**config.mk**
```make
export PLATFORM = sky130hd
export DESIGN_NAME = gate_reduce_pipe
export DESIGN_NICKNAME = d
export VERILOG_FILES = /design/src/rtl/gate_pkg.sv /design/src/rtl/gate_reduce_lane.sv /design/src/rtl/gate_reduce_pipe.sv
export SDC_FILE = /design/constraint.sdc
export NUM_CORES = 1
export LEC_CHECK = 0
export ABC_AREA = 1
export BUFFER_PORTS_ARGS = -buffer_cell sky130_fd_sc_hd__buf_2
export CORE_MARGIN = 2
export CORE_UTILIZATION = 40
export DETAILED_ROUTE_END_ITERATION = 6
export GPL_ROUTABILITY_DRIVEN = 0
export PLACE_DENSITY = 0.7
export RECOVER_POWER = 100
export SLEW_MARGIN = 20
export SYNTH_ARGS = -nofsm -noshare
export SYNTH_HDL_FRONTEND = slang
export SYNTH_SLANG_ARGS = --single-unit
```
**constraint.sdc**
```tcl
create_clock -name clk -period 1.3 [get_ports clk]
set_input_delay 0.065 -clock clk [delete_from_list [all_inputs] [get_ports clk]]
set_output_delay 0.065 -clock clk [all_outputs]
set_load 0.02 [all_outputs]
```
**src/rtl/gate_pkg.sv**
```systemverilog
// Shared mode codes and helpers for the pipelined reduction-gate block.
package gate_pkg;

  localparam int MODE_W = 3;

  localparam logic [MODE_W-1:0] MODE_AND  = 3'd0;
  localparam logic [MODE_W-1:0] MODE_NAND = 3'd1;
  localparam logic [MODE_W-1:0] MODE_OR   = 3'd2;
  localparam logic [MODE_W-1:0] MODE_NOR  = 3'd3;
  localparam logic [MODE_W-1:0] MODE_XOR  = 3'd4;
  localparam logic [MODE_W-1:0] MODE_XNOR = 3'd5;

  // Codes above XNOR (6 and 7) are reserved.
  function automatic logic is_reserved(input logic [MODE_W-1:0] mode);
    return (mode > MODE_XNOR);
  endfunction

endpackage

```
**src/rtl/gate_reduce_lane.sv**
```systemverilog
// One channel: N_IN-input reduction selected by mode; reserved modes yield 0.
module gate_reduce_lane
  import gate_pkg::*;
#(
  parameter int N_IN = 3
) (
  input  logic [N_IN-1:0]   a_i,
  input  logic [MODE_W-1:0] mode_i,
  output logic              y_o
);

  logic all_ones;
  logic any_one;
  logic parity;

  assign all_ones = &a_i;
  assign any_one  = |a_i;
  assign parity   = ^a_i;

  always_comb begin
    y_o = 1'b0;
    case (mode_i)
      MODE_AND:  y_o = all_ones;
      MODE_NAND: y_o = ~all_ones;
      MODE_OR:   y_o = any_one;
      MODE_NOR:  y_o = ~any_one;
      MODE_XOR:  y_o = parity;
      MODE_XNOR: y_o = ~parity;
      default:   y_o = 1'b0;
    endcase
  end

endmodule

```
**src/rtl/gate_reduce_pipe.sv**
```systemverilog
// Two-stage valid/ready pipeline of CHANNELS reduction gates, with a sticky
// reserved-mode flag and a saturating completed-beat counter.
module gate_reduce_pipe
  import gate_pkg::*;
#(
  parameter int N_IN     = 3,
  parameter int CHANNELS = 4,
  parameter int CNT_W    = 16
) (
  input  logic                     clk,
  input  logic                     rst_n,
  input  logic                     in_valid,
  output logic                     in_ready,
  input  logic [CHANNELS*N_IN-1:0] in_data,
  input  logic [MODE_W-1:0]        in_mode,
  output logic                     out_valid,
  input  logic                     out_ready,
  output logic [CHANNELS-1:0]      out_y,
  output logic                     mode_err,
  input  logic                     err_clr,
  output logic [CNT_W-1:0]         beat_cnt
);

  // Handshake: a beat transfers on a cycle where valid & ready are both high.
  // Valid never depends on ready; ready flows combinationally upstream so a
  // full pipeline still accepts a beat in the same cycle the sink drains one.

  logic                     s1_valid_q, s1_valid_d;
  logic [CHANNELS*N_IN-1:0] s1_data_q, s1_data_d;
  logic [MODE_W-1:0]        s1_mode_q, s1_mode_d;
  logic                     out_valid_q, out_valid_d;
  logic [CHANNELS-1:0]      out_y_q, out_y_d;
  logic                     mode_err_q, mode_err_d;
  logic [CNT_W-1:0]         beat_cnt_q, beat_cnt_d;

  logic                s2_ready;
  logic                in_hs;
  logic                s1_move;
  logic                out_hs;
  logic [CHANNELS-1:0] y_next;

  assign s2_ready = ~out_valid_q | out_ready;
  assign in_ready = ~s1_valid_q | s2_ready;
  assign in_hs    = in_valid & in_ready;
  assign s1_move  = s1_valid_q & s2_ready;
  assign out_hs   = out_valid_q & out_ready;

  for (genvar k = 0; k < CHANNELS; k++) begin : g_lane
    gate_reduce_lane #(.N_IN(N_IN)) u_lane (
      .a_i    (s1_data_q[k*N_IN +: N_IN]),
      .mode_i (s1_mode_q),
      .y_o    (y_next[k])
    );
  end

  always_comb begin
    s1_valid_d = s1_valid_q;
    s1_data_d  = s1_data_q;
    s1_mode_d  = s1_mode_q;
    if (in_hs) begin
      s1_valid_d = 1'b1;
      s1_data_d  = in_data;
      s1_mode_d  = in_mode;
    end else if (s1_move) begin
      s1_valid_d = 1'b0;
    end
  end

  // S2 only changes when it can accept; out_y holds through empty cycles.
  always_comb begin
    out_valid_d = out_valid_q;
    out_y_d     = out_y_q;
    if (s2_ready) begin
      out_valid_d = s1_valid_q;
      if (s1_valid_q) out_y_d = y_next;
    end
  end

  // Set has priority over a coincident clear.
  always_comb begin
    mode_err_d = mode_err_q & ~err_clr;
    if (s1_move && is_reserved(s1_mode_q)) mode_err_d = 1'b1;
  end

  always_comb begin
    beat_cnt_d = beat_cnt_q;
    if (out_hs && !(&beat_cnt_q)) beat_cnt_d = beat_cnt_q + {{(CNT_W-1){1'b0}}, 1'b1};
  end

  always_ff @(posedge clk or negedge rst_n) begin
    if (!rst_n) begin
      s1_valid_q  <= 1'b0;
      s1_data_q   <= '0;
      s1_mode_q   <= '0;
      out_valid_q <= 1'b0;
      out_y_q     <= '0;
      mode_err_q  <= 1'b0;
      beat_cnt_q  <= '0;
    end else begin
      s1_valid_q  <= s1_valid_d;
      s1_data_q   <= s1_data_d;
      s1_mode_q   <= s1_mode_d;
      out_valid_q <= out_valid_d;
      out_y_q     <= out_y_d;
      mode_err_q  <= mode_err_d;
      beat_cnt_q  <= beat_cnt_d;
    end
  end

  assign out_valid = out_valid_q;
  assign out_y     = out_y_q;
  assign mode_err  = mode_err_q;
  assign beat_cnt  = beat_cnt_q;

endmodule

```
==> results.py <==
metrics = {
    "run_status": {
        "outcome": "complete, but fails checks",
        "failed_checks": "negative hold slack, negative setup slack",
    },
    "global_routing": {
        "grt_pass1_wl_um": 9520,
        "antenna_found_initial": 0,
        "globalRouteOverflowTotal": 0,
        "grt_pass1_vias": 2232,
        "use_met3_pct": 3.51,
        "grt_usage_pct": 19.3,
        "busiest_layer": "met2",
        "grt_start_max_net_pins": 32,
        "grtUsageMet2_pct": 34.4,
        "use_met1_pct": 23.4,
    },
    "place": {
        "place_hpwl_um": 3940,
        "placed_area_um2": 2810,
        "port_buffers": 42,
    },
    "sta": {
        "slew_violations": 0,
        "hold_slack_ps": -0.748,
        "setup_ws_ps": -37.0,
        "final_hold_viol_count": 1,
        "tightest_slew_ps": 511,
        "setup_violations": 10,
        "max-slew-margin-rel_pct": 65.9,
        "fmax_mhz": 748,
        "fin_crit_ps": 1340,
        "rsz0062_at_grt": "true",
        "fin_crit_sh_pct": 103,
        "finClkSkew_ps": 9.52,
    },
    "worst_setup_path": {
        "worst_setup_path_start_kind": "flip-flop",
        "path_class": "flip-flop to flip-flop",
        "cp.required_ps": 1540,
        "critical_path_peak_fanout": 8,
        "arrival_ps": 1580,
        "rrSetupSlack_ps": -40,
        "end_kind": "flip-flop",
    },
    "clock_tree": {
        "htree_levels": 2,
        "cts_tree": "done",
        "cts_sinks": 38,
        "root_buffer": "clkbuf_8",
        "clk_latency_ps": 310,
        "numCtsBuffers": 5,
        "path_clk_slew_ps": 90,
        "cts_buffer_depth": 2,
    },
    "power": {
        "powerDensity_nw_per_um2": 1550,
        "p_int_mw": 2.96,
        "clkPwrFrac_pct": 21.2,
        "p_sw_share_pct": 40.3,
        "comb_power_share_pct": 43.8,
        "leakage_nw": 1.57,
        "seqPwrFrac_pct": 34.9,
        "max-vdd-ir-drop_mv": 0.937,
        "power.switching_mw": 2.00,
    },
    "logic_synthesis": {
        "avgSynthCellArea_um2": 7.15,
        "ys_types": 22,
        "synth-seq-area-share_pct": 41.8,
        "ys_ff_latch": 38,
        "post_synth_inst_count": 318,
        "synth_fp_nets": 347,
        "yosysWarnings": 0,
        "synth_area_um2": 2270,
    },
    "routing": {
        "drt-wirelength-per-cell_um": 12.1,
        "num_vias": 2274,
        "drt-initial-drc-count": 142,
        "drc": 0,
        "firstDrtPassIters": 4,
        "via_per_inst": 4.79,
        "postRouteAntennaNets": 0,
        "drt-total-wl_um": 5750,
    },
    "floorplanning": {
        "core_area_um2": 5510,
        "start_util_pct": 41.3,
        "io_pins": 43,
        "die_area_um2": 6300,
        "die_y_um": 79.4,
        "rows": 27,
        "die_x_um": 79.4,
    },
    "cells_and_area": {
        "multi_input_area_um2": 1350,
        "area_delta_synth_final_pct": 40.6,
        "layout-drive-gt1-share_pct": 34.0,
        "fin_nets": 431,
        "num_antenna_cells": 0,
        "final_area_um2": 3200,
        "n_fill_cell": 516,
        "register_area_um2": 962,
    },
    "min_path": {
        "hold_path.class": "input port to flip-flop",
    },
    "run": {
        "cap_violations": 0,
    },
}
-- power groups by stage --
stage	Sequential (mW)	Clock [mW]	Combinational, mW
floorplan	2.00	0	0.869
global placement	1.73	0	1.84
detailed placement	1.74	0	1.87
CTS	1.71	1.06	1.98
global route	1.77	1.10	2.42
finish	1.73	1.05	2.17
-- per-layer routing --
layer / vias up / wire [um] / part of all wire, %
met5: - / 0 / 0
met4: 0 / 70 / 1.2
met3: 7 / 183 / 3.2
met2: 37 / 3010 / 52
met1: 1066 / 2490 / 43
li1: 1164 / - / -
-- repair_timing --
action,CTS,global route
endpoints found under the hold margin,18,0
endpoints found under the setup margin,16,19
pin swaps,5,19
setup buffers,6,6
hold buffers,2,0
gates resized for setup,7,51
cloned,0,1
-- cells by family (layout without fill, tap and decap cells) --
family	after synthesis	count (layout)	synth area share (%)
fa+ha+maj	9	9	4.95
flops	38	38	41.8
buf+inv	46	131	8.36
xor+xnor	6	6	2.31
compound gates	31	31	7.98
simple gates	188	188	34.6
-- Yosys cell counts (all sizes together) --
library cell	count	area, um2
xnor2	4	35.0
dfrtp	38	951
nand2	119	449
buf	4	32.5
nor2	36	153
nand4	5	31.3
xor2	2	17.5
a21oi	16	80.1
inv	41	154
nand3	25	130
o21ai	14	92.6
o32ai	1	8.76
nand3b	3	22.5
clkbuf	1	3.75
ha	9	113
-- final cells by class --
class,instances,area share [%]
Clock inverter,3,1.41
Timing Repair Buffer,82,16.6
Inverter,41,4.82
Clock buffer,5,2.15
Tap cell,72,2.82
Sequential cell,38,30.1
Multi-Input combinational cell,234,42.1
-- stage by stage --
| stage | util (%) | worst slack [ps] | TNS [ps] | power [mW] | std cells |
|---|---|---|---|---|---|
| 3_5_place_dp | 51.1 | -54.7 | -290 | 3.61 | 452 |
| 5_1_grt | 58.0 | -105 | -2570 | 5.30 | 475 |
| 2_1_floorplan | - | -82.7 | -873 | 2.87 | 318 |
| 4_1_cts | 54.8 | -32.6 | -224 | 4.75 | 468 |
| 6_report | 58.0 | -37.0 | -263 | 4.96 | 475 |
| 3_3_place_gp | 51.1 | -33.5 | -33.5 | 3.57 | 452 |
-- placed cells by master (no fill, tap or decap), types with 2 or more instances in the layout --
cell type,synthesis,final
nand3_2,1,6
nand2_2,1,14
xnor2_1,4,4
buf_4,0,33
nand3b_1,3,3
buf_2,2,22
dlygate4sd3_1,0,2
nand3_1,24,18
o21ai_0,8,5
nand2_1,118,102
o21ai_2,6,6
clkbuf_8,0,5
clkinvlp_4,0,2
xor2_1,2,2
clkbuf_1,1,20
buf_12,0,2
inv_1,40,28
a21oi_1,16,16
nor2_2,1,4
nand2_4,0,3
nand4_1,5,5
nor2_1,33,27
dfrtp_1,38,29
inv_2,1,13
ha_4,0,7
o21ai_1,0,3
dfrtp_2,0,9
nor2_4,2,5
-- sequential cells by signal (all words and copies together), names as in the netlist --
signal	flops
out_y	4
mode_err	1
beat_cnt	16
s1_mode_q	3
s1_data_q	12
out_valid	1
s1_valid_q	1
-- critical path, cell delays in order (launching register included) --
cell and delay (ps):
dfrtp_2 440, ha_4 180, nand3_4 70, inv_2 50, nand2_4 70, nor2_4 40, nor2_4 130, clkbuf_16 190
nand2_4 50, nand2_2 60
-- final timing paths --
| check | startpoint | endpoint | cells past startpoint |
|---|---|---|---|
| max | beat_cnt[1] | beat_cnt[0] | 9 |
| min | in_mode[2] | s1_mode_q[2] | 3 |
| max reg2reg | beat_cnt[1] | beat_cnt[0] | 9 |
| min reg2reg | out_y[1] | out_y[1] | 2 |
| max in group asynchronous | rst_n | beat_cnt[9] | 3 |
| min in group asynchronous | rst_n | s1_data_q[8] | 2 |
No activity file was read; power rests on OpenSTA's default activity.
